**config.mk**
```make
export PLATFORM = sky130hd
export DESIGN_NAME = booth_r4_seq_multiplier
export DESIGN_NICKNAME = d
export VERILOG_FILES = /design/src/rtl/booth_r4_seq_multiplier_pkg.sv /design/src/rtl/booth_r4_seq_multiplier_encoder.sv /design/src/rtl/booth_r4_seq_multiplier.sv
export SDC_FILE = /design/constraint.sdc
export NUM_CORES = 1
export LEC_CHECK = 0
export ABC_AREA = 1
export BUFFER_PORTS_ARGS = -buffer_cell sky130_fd_sc_hd__buf_2
export CAP_MARGIN = 0
export CORE_MARGIN = 2
export CORE_UTILIZATION = 60
export CTS_CLUSTER_SIZE = 12
export DETAILED_ROUTE_END_ITERATION = 7
export GPL_ROUTABILITY_DRIVEN = 0
export PLACE_DENSITY = 0.81
export SLEW_MARGIN = 10
export SYNTH_ARGS = -nofsm -noshare
export SYNTH_HDL_FRONTEND = slang
export SYNTH_SLANG_ARGS = --single-unit
export TNS_END_PERCENT = 50
```
**constraint.sdc**
```tcl
create_clock -name clk -period 5.2 [get_ports clk]
set_input_delay 1.56 -clock clk [delete_from_list [all_inputs] [get_ports clk]]
set_output_delay 1.56 -clock clk [all_outputs]
set_load 0.1 [all_outputs]
```
**src/rtl/booth_r4_seq_multiplier_pkg.sv**
```systemverilog
// Shared types for the radix-4 Booth sequential multiplier: FSM states,
// Booth digit encodings and sizing helpers.
package mult_pkg;

    typedef enum logic [1:0] {
        ST_IDLE = 2'd0,
        ST_BUSY = 2'd1,
        ST_DONE = 2'd2
    } state_t;

    typedef enum logic [2:0] {
        BD_ZERO = 3'd0,
        BD_P1   = 3'd1,
        BD_P2   = 3'd2,
        BD_M1   = 3'd3,
        BD_M2   = 3'd4
    } booth_digit_t;

    function automatic int clog2(input int value);
        int result;
        int v;
        result = 0;
        v = value - 1;
        while (v > 0) begin
            result = result + 1;
            v = v >> 1;
        end
        return result;
    endfunction

    // Triplet is {B[2i+1], B[2i], B[2i-1]}.
    function automatic booth_digit_t booth_decode(input logic [2:0] triplet);
        booth_digit_t digit;
        case (triplet)
            3'b001, 3'b010: digit = BD_P1;
            3'b011:         digit = BD_P2;
            3'b100:         digit = BD_M2;
            3'b101, 3'b110: digit = BD_M1;
            default:        digit = BD_ZERO;
        endcase
        return digit;
    endfunction

endpackage

```
**src/rtl/booth_r4_seq_multiplier_encoder.sv**
```systemverilog
// Combinational radix-4 Booth partial-product generator: turns one multiplier
// triplet and the extended multiplicand into a sign-extended digit*A.
module booth_r4_encoder
    import mult_pkg::*;
#(
    parameter int WIDTH = 8
) (
    input  logic [2:0]       triplet,
    input  logic [WIDTH+1:0] mcand,
    output logic [WIDTH+2:0] pp
);

    booth_digit_t     digit;
    logic [WIDTH+2:0] mcand_x1;
    logic [WIDTH+2:0] mcand_x2;

    assign digit    = booth_decode(triplet);
    assign mcand_x1 = {mcand[WIDTH+1], mcand};
    assign mcand_x2 = {mcand, 1'b0};

    always_comb begin
        pp = '0;
        case (digit)
            BD_P1:   pp = mcand_x1;
            BD_P2:   pp = mcand_x2;
            BD_M1:   pp = -mcand_x1;
            BD_M2:   pp = -mcand_x2;
            default: pp = '0;
        endcase
    end

endmodule

```
**src/rtl/booth_r4_seq_multiplier.sv**
```systemverilog
// Iterative radix-4 Booth multiplier, one digit per cycle, with valid/ready
// handshakes on operands and product and per-transaction signed/unsigned mode.
module booth_r4_seq_multiplier
    import mult_pkg::*;
#(
    parameter int WIDTH = 8
) (
    input  logic                 clk,
    input  logic                 rst,
    input  logic                 in_valid,
    output logic                 in_ready,
    input  logic [WIDTH-1:0]     a,
    input  logic [WIDTH-1:0]     b,
    input  logic                 signed_mode,
    output logic                 out_valid,
    input  logic                 out_ready,
    output logic [2*WIDTH-1:0]   prod
);

    localparam int NDIG  = WIDTH / 2 + 1;
    localparam int CNT_W = clog2(NDIG);
    localparam int ACC_W = 2 * WIDTH + 4;
    localparam int PP_W  = WIDTH + 3;

    if ((WIDTH < 4) || ((WIDTH % 2) != 0)) begin : g_width_check
        $error("booth_r4_seq_multiplier: WIDTH must be even and >= 4");
    end

    state_t             state_reg;
    logic [WIDTH+1:0]   a_reg;
    logic [WIDTH+1:0]   b_reg;
    logic [ACC_W-1:0]   acc_reg;
    logic [CNT_W-1:0]   cnt_reg;
    logic [2*WIDTH-1:0] prod_reg;

    logic [WIDTH+1:0]   a_ext;
    logic [WIDTH+1:0]   b_ext;
    logic [WIDTH+2:0]   b_pad;
    logic [2:0]         triplet [NDIG];
    logic [PP_W-1:0]    pp;
    logic [ACC_W-1:0]   pp_ext;
    logic [ACC_W-1:0]   acc_next;

    assign a_ext = signed_mode ? {{2{a[WIDTH-1]}}, a} : {2'b00, a};
    assign b_ext = signed_mode ? {{2{b[WIDTH-1]}}, b} : {2'b00, b};

    // Appending the implicit B[-1]=0 lets every triplet be a plain 3-bit slice.
    assign b_pad = {b_reg, 1'b0};

    for (genvar gi = 0; gi < NDIG; gi++) begin : g_triplet
        assign triplet[gi] = b_pad[2*gi +: 3];
    end

    booth_r4_encoder #(
        .WIDTH (WIDTH)
    ) u_encoder (
        .triplet (triplet[cnt_reg]),
        .mcand   (a_reg),
        .pp      (pp)
    );

    assign pp_ext   = {{(ACC_W - PP_W){pp[PP_W-1]}}, pp};
    assign acc_next = acc_reg + (pp_ext << {cnt_reg, 1'b0});

    always_ff @(posedge clk) begin
        if (rst) begin
            state_reg <= ST_IDLE;
            a_reg     <= '0;
            b_reg     <= '0;
            acc_reg   <= '0;
            cnt_reg   <= '0;
            prod_reg  <= '0;
        end else begin
            case (state_reg)
                ST_IDLE: begin
                    if (in_valid) begin
                        a_reg     <= a_ext;
                        b_reg     <= b_ext;
                        acc_reg   <= '0;
                        cnt_reg   <= '0;
                        state_reg <= ST_BUSY;
                    end
                end
                ST_BUSY: begin
                    acc_reg <= acc_next;
                    cnt_reg <= cnt_reg + 1'b1;
                    if (cnt_reg == CNT_W'(NDIG - 1)) begin
                        prod_reg  <= acc_next[2*WIDTH-1:0];
                        state_reg <= ST_DONE;
                    end
                end
                ST_DONE: begin
                    if (out_ready) begin
                        state_reg <= ST_IDLE;
                    end
                end
                default: state_reg <= ST_IDLE;
            endcase
        end
    end

    assign in_ready  = (state_reg == ST_IDLE);
    assign out_valid = (state_reg == ST_DONE);
    assign prod      = prod_reg;

endmodule

```
==> impl_metrics.py <==
metrics = {
    "placed_design": {
        "dpl.hpwl_um": 7060,
        "dp.cells": 674,
        "portBuffers": 38,
    },
    "finish": {
        "instances_no_fill": 682,
        "area_growth_pct": 8.40,
        "utilization_pct": 67.9,
        "nNetsFinal": 646,
        "drive_above_1_share_pct": 13.2,
        "antenna_cells": 0,
    },
    "logic_synthesis": {
        "syn-num-nets": 620,
        "synth_top_cell_area_share_pct": 29.3,
        "yosys-top-cells-area": "dfxtp_1, nand2_1, a21oi_1",
        "yosysTopAreaCell": "dfxtp_1",
        "synth_seq_cells": 55,
        "synth_edf_count": 0,
        "synth_warnings": 0,
        "synth_ff_type": "dfxtp_1",
        "async_reset_ff_share_pct": 0,
        "synth_cell_types": 37,
        "ys_seq_area_share_pct": 29.3,
        "netlist_area_um2": 3750,
        "syn_avg_cell_area_um2": 6.47,
        "synthCells": 580,
    },
    "timing": {
        "finalCriticalPeriod_ns": 4.58,
        "hold_violations": 0,
        "setup_viol": 0,
        "fin_crit_sh_pct": 88.1,
        "clock_skew_ns": 0.00739,
        "setup_tns_ns": 0,
        "fmax_mhz": 218,
        "rsz0062_at_grt": "false",
        "slew_violations": 0,
        "max_slew_margin_pct": 46.7,
        "worst_pin_slew_ns": 0.798,
    },
    "routing": {
        "viasPerCell": 5.72,
        "wl_per_cell_um": 13.5,
        "firstDrtPassIters": 5,
        "drtIter0Drc": 424,
        "drc": 0,
        "ant_nets": 0,
        "totalWireLength_um": 9220,
        "vias": 3903,
    },
    "status": {
        "run_status": "finished clean",
    },
    "global_route": {
        "grt_first_pass_wirelength_um": 15900,
        "grt_max_degree": 41,
        "groute.usage.overall_pct": 27.2,
        "grt_remaining_overflow": 0,
        "grt_antenna_before_repair": 0,
        "grt_pass1_vias": 3477,
    },
    "setup_path": {
        "critPathMaxStageDelay_ns": 0.37,
        "r2r.worst_path.cells": 28,
        "worstSetupEndpointType": "flip-flop",
        "worstPathRequired_ns": 5.46,
        "critPathSlowestCell": "ha_1",
        "rrSetupSlack_ns": 0.62,
        "cp_max_fo": 22,
        "r2r-end": "acc_reg[13]$_SDFFE_PP0P_",
        "cpMostUsedCell": "nand2_1",
        "worst-setup-path-type": "flip-flop to flip-flop",
        "r2r-start": "cnt_reg[0]$_SDFFE_PP0P_",
        "cp.arrival_ns": 4.83,
        "setup.worst_path.start_class": "flip-flop",
    },
    "power_and_ir_drop": {
        "power_density_nw_per_um2": 289,
        "vdd_ir_drop_max_uv": 231,
        "power_mw": 1.18,
        "cellLeakagePower_nw": 1.89,
    },
    "clock_tree": {
        "cts_buffer_depth": 2,
        "cts_root_buf": "clkbuf_8",
        "cts_setup_buffers": 0,
        "h-tree-depth": 2,
        "cts_tree": "done",
        "clock_sinks": 55,
        "clk_pin_slew_ns": 0.11,
        "cts_made_buffers": 5,
        "clock_latency_ns": 0.32,
    },
    "die": {
        "chipHeight_um": 83.1,
        "io-pin-count": 39,
        "num_rows": 28,
        "die_area_um2": 6900,
        "die_w_um": 83.1,
        "initial_core_util_pct": 62.7,
        "core_area_um2": 5990,
    },
    "flow_run": {
        "cap_violations": 0,
    },
    "min_path": {
        "holdPathStages": 2,
        "hold_end": "prod[9]$_SDFFE_PP0P_",
        "min_path_type": "flip-flop to flip-flop",
        "hp-start": "prod[9]$_SDFFE_PP0P_",
    },
}
[metal layers]
| metal | GRT usage, % | wire length [um] |
|---|---|---|
| met1 | 39.1 | 4280 |
| met2 | 42.8 | 4140 |
| met3 | 3.48 | 635 |
| met4 | 7.90 | 171 |
| met5 | 0 | 0 |
[stage by stage]
stage / hold slack [ns] / instance area (um2) / setup slack (ns)
floorplan: 0.445 / 3750 / 1.46
global placement: 0.449 / 3950 / 0.849
detailed placement: 0.456 / 3950 / 0.667
CTS: 0.472 / 4070 / 0.632
global route: 0.495 / 4070 / 0.0659
finish: 0.469 / 4070 / 0.621
[power breakdown]
group | internal, mW | leakage (nW) | switching, mW
sequential | 0.444 | 0.449 | 0.0186
combinational | 0.138 | 1.38 | 0.273
clock | 0.145 | 0.0548 | 0.156
[synthesized netlist by cell type, drive strengths merged, types with 3 or more instances]
cell type    n
buf          8
xnor2        7
ha          18
nand3       45
nor2        63
inv         54
a211oi       3
a21oi       66
o21ai       43
nand4       18
nand2      152
o22ai        4
or2          3
dfxtp       55
xor2        10
a31oi        3
nor3         3
clkbuf      17
[kinds of logic (layout without fill, tap and decap cells)]
family	count (synthesis)	count (layout)	share of synthesized area, %
flops	55	55	29.3
simple gates	285	285	33.8
fa+ha+maj	19	19	6.53
xor+xnor	17	17	3.97
compound gates	124	124	17.4
buf+inv	80	107	8.97
[critical path, delay by kind of cell (launching register included)]
kind | cells | cell delay (ns)
compound gates | 9 | 1.41
flops | 1 | 0.32
simple gates | 15 | 1.71
buf+inv | 2 | 0.49
fa+ha+maj | 1 | 0.37
xor+xnor | 1 | 0.20
[what timing repair did]
action,4_1_cts,5_1_grt
hold buffers,0,0
gates resized for setup,0,1
setup endpoints to repair,0,1
[worst max-delay path by stage]
stage | start | to | slack (ns) | depth (start not counted)
6_report | cnt_reg[0]$_SDFFE_PP0P_ | acc_reg[13]$_SDFFE_PP0P_ | 0.62 | 28
5_1_grt | cnt_reg[0]$_SDFFE_PP0P_ | acc_reg[13]$_SDFFE_PP0P_ | 0.07 | 30
4_1_cts | cnt_reg[2]$_SDFFE_PP0P_ | acc_reg[13]$_SDFFE_PP0P_ | 0.63 | 26
3_5_place_dp | cnt_reg[2]$_SDFFE_PP0P_ | acc_reg[13]$_SDFFE_PP0P_ | 0.67 | 26
3_3_place_gp | cnt_reg[0]$_SDFFE_PP0P_ | acc_reg[13]$_SDFFE_PP0P_ | 0.85 | 28
2_1_floorplan | cnt_reg[1]$_SDFFE_PP0P_ | acc_reg[13]$_SDFFE_PP0P_ | 1.46 | 29
[area by class of cell]
cell class                      count  area (um2)
Multi-Input combinational cell    445        2320
Tap cell                           75        93.8
Timing Repair Buffer               44         235
Clock inverter                      3        46.3
Clock buffer                        5        68.8
Inverter                           55         206
Sequential cell                    55        1100
Fill cell                         552        1920
[placed cells by master, fill, tap and decap left out, drive strengths merged]
cell / n
nand3: 45
a21oi: 66
ha: 18
a31oi: 3
a211oi: 3
o22ai: 4
o221ai: 1
o2111ai: 1
nand3b: 1
o21bai: 1
bufinv: 1
clkinvlp: 1
o211ai: 1
clkbuf: 5
nand2: 152
dfxtp: 55
inv: 55
nor2: 63
clkinv: 1
buf: 44
o21ai: 43
nor3: 3
fa: 1
o31ai: 1
nand4: 18
or2: 3
xnor2: 7
xor2: 10
No activity file was read; power rests on OpenSTA's default activity.
